<file path="src/rtl/sd_init.sv">
// sd_init: SPI-mode SD card power-up, CMD0/CMD8 and CMD55/ACMD41 sequencer.
// MISO is captured on the SD_CK rise; state and card pins move on the fall.
module sd_init #(
  parameter int PWRUP_CLKS     = 80,
  parameter int RESP_TIMEOUT   = 128,
  parameter int ACMD41_RETRIES = 1023,
  parameter int GAP_CLKS       = 8
) (
  input  logic       SD_CK,
  input  logic       rst,
  input  logic       start,
  input  logic       SD_MISO,
  output logic       SD_MOSI,
  output logic       SD_CSn,
  output logic       init_o,
  output logic       init_err,
  output logic [2:0] err_code,
  output logic       card_v2
);

  localparam int TMAX_PT = (PWRUP_CLKS > RESP_TIMEOUT) ?
                           PWRUP_CLKS : RESP_TIMEOUT;
  localparam int TMAX    = (TMAX_PT > GAP_CLKS) ? TMAX_PT : GAP_CLKS;
  localparam int TW      = $clog2(TMAX + 1);
  localparam int RW      = $clog2(ACMD41_RETRIES + 1);

  localparam logic [TW-1:0] PW_LD = TW'(PWRUP_CLKS - 1);
  localparam logic [TW-1:0] GP_LD = TW'(GAP_CLKS - 1);
  localparam logic [TW-1:0] TO_LD = TW'(RESP_TIMEOUT);
  localparam logic [RW-1:0] RT_LD = RW'(ACMD41_RETRIES);

  typedef enum logic [3:0] {
    S_IDLE,
    S_PWRUP,
    S_SEND,
    S_WAIT,
    S_R1,
    S_R7,
    S_GAP,
    S_DONE,
    S_FAIL
  } state_t;

  typedef enum logic [1:0] {
    C_0,
    C_8,
    C_55,
    C_41
  } cmd_t;

  state_t        state;
  cmd_t          cmd;
  logic [5:0]    bcnt;
  logic [TW-1:0] tmr;
  logic [RW-1:0] retry;
  logic [30:0]   sr;
  logic          miso_q;
  logic [47:0]   word;
  logic [7:0]    r1;
  logic [31:0]   r7;

  assign r1 = {sr[6:0], miso_q};
  assign r7 = {sr[30:0], miso_q};

  // Frame of the command currently being shifted out.
  always_comb begin
    word = 48'h400000000095;
    unique case (cmd)
      C_0:  word = 48'h400000000095;
      C_8:  word = 48'h48000001AA87;
      C_55: word = 48'h770000000065;
      C_41: word = card_v2 ? 48'h694000000077
                           : 48'h6900000000E5;
      default: word = 48'h400000000095;
    endcase
  end

  // Card data is stable around the rising edge, so capture it there.
  always_ff @(posedge SD_CK) begin
    if (rst) miso_q <= 1'b1;
    else     miso_q <= SD_MISO;
  end

  // Sequencer: every command starts with a 0 start bit on MOSI.
  always_ff @(negedge SD_CK) begin
    if (rst) begin
      state    <= S_IDLE;
      cmd      <= C_0;
      bcnt     <= '0;
      tmr      <= '0;
      retry    <= '0;
      sr       <= '0;
      SD_MOSI  <= 1'b1;
      SD_CSn   <= 1'b1;
      init_o   <= 1'b0;
      init_err <= 1'b0;
      err_code <= 3'd0;
      card_v2  <= 1'b0;
    end else begin
      unique case (state)
        S_IDLE, S_DONE, S_FAIL: begin
          if (start) begin
            state    <= S_PWRUP;
            cmd      <= C_0;
            tmr      <= PW_LD;
            retry    <= RT_LD;
            SD_CSn   <= 1'b1;
            SD_MOSI  <= 1'b1;
            init_o   <= 1'b0;
            init_err <= 1'b0;
            err_code <= 3'd0;
            card_v2  <= 1'b0;
          end
        end
        S_PWRUP, S_GAP: begin
          if (tmr == '0) begin
            state   <= S_SEND;
            bcnt    <= 6'd47;
            SD_CSn  <= 1'b0;
            SD_MOSI <= 1'b0;
          end else begin
            tmr <= tmr - 1'b1;
          end
        end
        S_SEND: begin
          if (bcnt == 6'd0) begin
            state   <= S_WAIT;
            tmr     <= TO_LD;
            SD_MOSI <= 1'b1;
          end else begin
            bcnt    <= bcnt - 6'd1;
            SD_MOSI <= word[bcnt - 6'd1];
          end
        end
        S_WAIT: begin
          if (!miso_q) begin
            state <= S_R1;
            sr    <= '0;
            bcnt  <= 6'd6;
          end else if (tmr <= TW'(1)) begin
            tmr      <= '0;
            state    <= S_FAIL;
            SD_CSn   <= 1'b1;
            init_err <= 1'b1;
            err_code <= 3'd1;
          end else begin
            tmr <= tmr - 1'b1;
          end
        end
        S_R1: begin
          sr <= {sr[29:0], miso_q};
          if (bcnt != 6'd0) begin
            bcnt <= bcnt - 6'd1;
          end else begin
            unique case (cmd)
              C_0: begin
                if (r1 == 8'h01) begin
                  state  <= S_GAP;
                  cmd    <= C_8;
                  tmr    <= GP_LD;
                  SD_CSn <= 1'b1;
                end else begin
                  state    <= S_FAIL;
                  SD_CSn   <= 1'b1;
                  init_err <= 1'b1;
                  err_code <= 3'd2;
                end
              end
              C_8: begin
                if (r1 == 8'h05) begin
                  card_v2 <= 1'b0;
                  state   <= S_GAP;
                  cmd     <= C_55;
                  tmr     <= GP_LD;
                  SD_CSn  <= 1'b1;
                end else if (r1 == 8'h01) begin
                  state <= S_R7;
                  bcnt  <= 6'd31;
                end else begin
                  state    <= S_FAIL;
                  SD_CSn   <= 1'b1;
                  init_err <= 1'b1;
                  err_code <= 3'd4;
                end
              end
              C_55: begin
                if (r1[7:1] == 7'd0) begin
                  state   <= S_SEND;
                  cmd     <= C_41;
                  bcnt    <= 6'd47;
                  SD_MOSI <= 1'b0;
                end else begin
                  state    <= S_FAIL;
                  SD_CSn   <= 1'b1;
                  init_err <= 1'b1;
                  err_code <= 3'd4;
                end
              end
              C_41: begin
                if (r1 == 8'h00) begin
                  state  <= S_DONE;
                  SD_CSn <= 1'b1;
                  init_o <= 1'b1;
                end else if (r1 == 8'h01 && retry <= RW'(1)) begin
                  retry    <= '0;
                  state    <= S_FAIL;
                  SD_CSn   <= 1'b1;
                  init_err <= 1'b1;
                  err_code <= 3'd5;
                end else if (r1 == 8'h01) begin
                  retry  <= retry - 1'b1;
                  state  <= S_GAP;
                  cmd    <= C_55;
                  tmr    <= GP_LD;
                  SD_CSn <= 1'b1;
                end else begin
                  state    <= S_FAIL;
                  SD_CSn   <= 1'b1;
                  init_err <= 1'b1;
                  err_code <= 3'd4;
                end
              end
              default: state <= S_IDLE;
            endcase
          end
        end
        S_R7: begin
          sr <= {sr[29:0], miso_q};
          if (bcnt != 6'd0) begin
            bcnt <= bcnt - 6'd1;
          end else if (r7[11:0] == 12'h1AA) begin
            card_v2 <= 1'b1;
            state   <= S_GAP;
            cmd     <= C_55;
            tmr     <= GP_LD;
            SD_CSn  <= 1'b1;
          end else begin
            state    <= S_FAIL;
            SD_CSn   <= 1'b1;
            init_err <= 1'b1;
            err_code <= 3'd3;
          end
        end
        default: state <= S_IDLE;
      endcase
    end
  end

endmodule
</file>
<file path="config.mk">
export PLATFORM = sky130hd
export DESIGN_NAME = sd_init
export DESIGN_NICKNAME = d
export VERILOG_FILES = /design/src/rtl/sd_init.sv
export SDC_FILE = /design/constraint.sdc
export NUM_CORES = 1
export LEC_CHECK = 0
export ABC_AREA = 1
export CAP_MARGIN = 5
export CORE_MARGIN = 5
export CORE_UTILIZATION = 52
export DETAILED_ROUTE_END_ITERATION = 8
export HOLD_SLACK_MARGIN = 0.05
export PLACE_DENSITY_LB_ADDON = 0.3
export SLEW_MARGIN = 40
export SYNTH_ARGS = -nofsm -noshare
export SYNTH_HDL_FRONTEND = slang
export SYNTH_SLANG_ARGS = --single-unit
export TNS_END_PERCENT = 30
</file>
<file path="constraint.sdc">
create_clock -name SD_CK -period 3.5 [get_ports SD_CK]
set_clock_uncertainty 0.15 [all_clocks]
set_input_delay 1.05 -clock SD_CK [delete_from_list [all_inputs] [get_ports SD_CK]]
set_output_delay 1.05 -clock SD_CK [all_outputs]
set_load 0.01 [all_outputs]
</file>
Word-level counts from Yosys, hierarchy flattened
Index checks and enable logic that the tools add are counted.

Register bits: 50. Input port bits: 4. Output and inout port bits: 8. Word-level logic and storage cells: 217.

$add $sub $neg: 3. Order comparisons: 3. Eq/ne operators: 51. Multiplexer cells: 115. Reductions and logical operators: 32.

Operators with widths (count): one-hot mux 48 bit (4 select lines) (1); two-way mux 8 bit (12); two-way mux 10 bit (6); two-way mux 4 bit (14); two-way mux 6 bit (8); one-hot mux 8 bit (6 select lines) (1); two-way mux 39 bit (1); two-way mux 3 bit (12); inequality test 2 bit (second input constant) (18); inequality test 3 bit (second input constant) (11); two-way mux 1 bit (30); one-hot mux 6 bit (5 select lines) (1); one-hot mux 3 bit (4 select lines) (2); one-hot mux 4 bit (6 select lines) (1); one-hot mux 8 bit (3 select lines) (1); one-hot mux 11 bit (2 select lines) (1); AND reduction 11 bit (2); two-way mux 2 bit (10); one-hot mux 10 bit (2 select lines) (1); AND reduction 6 bit (3); AND reduction 9 bit (2); == test 4 x 3 -> 1 bit (second input constant) (4); zero test 8 bit (2); inequality test 4 bit (second input constant) (4); 43 further kinds (56).

Longest topological paths before layout
Gate-level depths: netlist of run 1.

Depth in word-level cells: 7. Mapped depth: 19.

==> results of run 1 <==
==> Yosys cell counts (4+ instances only) <==
cell type | n | area, sq um
xnor2_1 | 4 | 35.03
nor2_2 | 5 | 31.28
ha_1 | 11 | 137.6
or2_2 | 4 | 25.02
o21ai_1 | 10 | 50.05
nor2_1 | 85 | 319.1
inv_1 | 58 | 217.7
inv_2 | 8 | 30.03
a22oi_1 | 10 | 75.07
nand2_1 | 102 | 382.9
o21ai_0 | 38 | 190.2
clkbuf_1 | 6 | 22.52
xor2_1 | 11 | 96.34
nand2_2 | 7 | 43.79
nand3_2 | 4 | 40.04
a21oi_1 | 35 | 175.2
dfxtp_1 | 50 | 1001
nor3_1 | 8 | 40.04
nand4_1 | 8 | 50.05
nand3_1 | 33 | 165.2
==> registers in the layout, indices dropped and copies added (netlist names) <==
signal and count:
card_v2 1, miso_q 1, init_o 1, SD_MOSI 1
sr 11, state 4, tmr 8, SD_CSn 1
cmd 2, bcnt 6, err_code 3, init_err 1
retry 10
==> final timing paths <==
kind	slack, ns	end	start
max	-0.28	err_code[2]	err_code[2]
min reg2reg	0.31	init_err	init_err
max reg2reg	-0.12	tmr[2]	miso_q
min	0.31	init_err	init_err
==> through the flow <==
step,area [sq um],instances,hold slack [ns]
2_1_floorplan,3578,544,0.3108
3_3_place_gp,3861,640,0.3018
3_5_place_dp,3861,640,0.3070
4_1_cts,4253,700,0.3127
5_1_grt,4518,706,0.3397
6_report,4518,706,0.3068
==> cell families after synthesis <==
family                     share of synthesized area [%]
and+or+nand+nor                                    35.25
DFF                                                27.97
AOI/OAI and AO/OA                                  18.85
buffers and inverters                              10.42
xor gates and xnor gates                           3.671
adders and majority gates                          3.846
==> layer usage <==
metal | vias up | GRT usage (%) | wire length, um
li1 | 1955 | - | -
met1 | 1805 | 29.13 | 4495
met2 | 117 | 38.03 | 4865
met3 | 26 | 4.062 | 454
met4 | 0 | 9.158 | 241
met5 | - | 0 | 0
==> layout make-up <==
cell class | count | area, sq um
repair buffers | 39 | 389.1
inverters | 69 | 276.5
multi-input cells | 411 | 2454
clock inverters | 52 | 217.7
clock buffers | 5 | 68.82
flip-flops and latches | 50 | 1012
fillers | 614 | 2238
well taps | 80 | 100.1
==> where the power goes <==
group          internal [W]  switching (W)
Sequential         0.000755       0.000194
Clock              0.000225       0.000370
Combinational      0.000904        0.00154
==> cells in the final DEF (no fill, tap or decap), types with 4 or more instances in the layout <==
cell type / netlist / layout
nand2_1: 102 / 98
nor2_1: 85 / 75
buf_6: 3 / 11
a22oi_1: 10 / 10
nand2_2: 7 / 10
nand3_4: 0 / 4
nand2_4: 3 / 6
nor2_4: 3 / 8
xor2_1: 11 / 11
or2_2: 4 / 4
buf_4: 2 / 23
nand4_1: 8 / 8
nor2_2: 5 / 10
dfxtp_2: 0 / 9
clkbuf_8: 0 / 5
xnor2_1: 4 / 4
nand3_1: 33 / 31
ha_1: 11 / 11
inv_1: 58 / 102
a21oi_1: 35 / 28
o21ai_2: 3 / 10
a21oi_2: 2 / 8
inv_2: 8 / 12
nor3_1: 8 / 7
o21ai_1: 10 / 16
dfxtp_1: 50 / 41
o21ai_0: 38 / 25
==> what timing repair did <==
action,CTS,global route
endpoints found under the setup margin,54,57
gates cloned,2,3
buffers inserted,3,4
gates resized for setup,75,52
pin swaps,21,16
hold endpoints to repair,0,0
==> reports/qor.yml, run 1 <==
power:
  peakVddDrop_mv: 0.4974
  total_power_w: 0.003985
  p_per_area_mw_per_mm2: 882.0
  p_leak_nw: 2.246
route:
  viasPerCell: 5.528
  drc_errors: 0
  dr.pass1.iters: 5
  drt_iter0_markers: 291
  via_count: 3903
  drtAntennaViolNets: 0
  wirelength_um: 10060
  wire_per_inst_um: 14.24
sta:
  rsz0062_at_grt: "yes"
  max_slew_margin_pct: 64.63
  setup_violations: 45
  hold_viol: 0
  slew_violations: 0
  worst_slack_ns: -0.2775
  worst_pin_slew_ns: 0.5289
  finalSetupTns_ns: -5.610
place:
  dp_hpwl_um: 6865
  io_buffers: 11
  routabilityCongestion: 0.9399
  dp_slack_ns: -0.9092
synthesis:
  synth_cell_types: 50
  postSynthCellCount: 544
  synth-seq-cells: 50
  async_flop_share_pct: 0
  ys_seq_area_share_pct: 27.97
  synth_flop_cell: "dfxtp_1"
  yosysWarnings: 0
  synth_area_sq_mm: 0.003578
  syn_nets: 559
  synth-edff-count: 0
  syn_avg_cell_area_sq_um: 6.578
setup_path:
  path_buf_inv: 1
  r2r_cells: 13
  cpPeakStageDelay_ns: 0.34
  cp_cell_sequence: "buf_6"
  crit_fanout: 2
  path_depth: 1
  cp-start-kind: "register"
  path_class: "register to output port"
  slowest_stage: "dfxtp_2"
  crit_required_ns: 2.30
  crit_family: "flip-flops"
  arrival_ns: 2.58
  critical_path.endpoint_type: "output port"
job:
  maxCapViolations: 0
final_layout:
  drive_gt1_share_pct: 23.32
  fin_nets: 640
  syn2layout_area_growth_pct: 26.26
  diodes: 0
  final_core_util_pct: 66.87
outcome:
  status: "finished with violations"
  violations: "setup timing"
floorplanning:
  initial_core_util_pct: 52.96
  die_h_um: 92.96
  fp.dieArea_sq_mm: 0.008641
  io_pins: 12
  fp.coreArea_sq_mm: 0.006756
  die_w_um: 92.96
  rows: 30
grt:
  overflow: 0
  grt_pass1_wl_um: 16440
  grt_max_degree: 30
  grt_pass1_vias: 3705
  antenna_found_initial: 0
  globalRouteTotalUtil_pct: 22.86
clocking:
  cts_made_buffers: 5
  clk_pin_slew_ns: 0.04
  cts.sinks: 50
  root_buffer: "clkbuf_8"
  cts_hold_buf: 0
  cts_max_level: 2
  cts_max_path_buffers: 2
  clk_latency_ns: 0.39
  cts_tree: "done"
min_path:
  whs_path_depth: 2
  hp-class: "register to register"
No activity file was read; power rests on OpenSTA's default activity.
==> run 2: changes to the inputs <==
--- a/config.mk
+++ b/config.mk
@@ -6,7 +6,7 @@
 export NUM_CORES = 1
 export LEC_CHECK = 0
 export ABC_AREA = 1
-export CAP_MARGIN = 5
+export CAP_MARGIN = 0
 export CORE_MARGIN = 5
 export CORE_UTILIZATION = 52
 export DETAILED_ROUTE_END_ITERATION = 8
==> results of run 2 <==
Same layout as run 1: the final DEF is identical, and so are final timing and power.
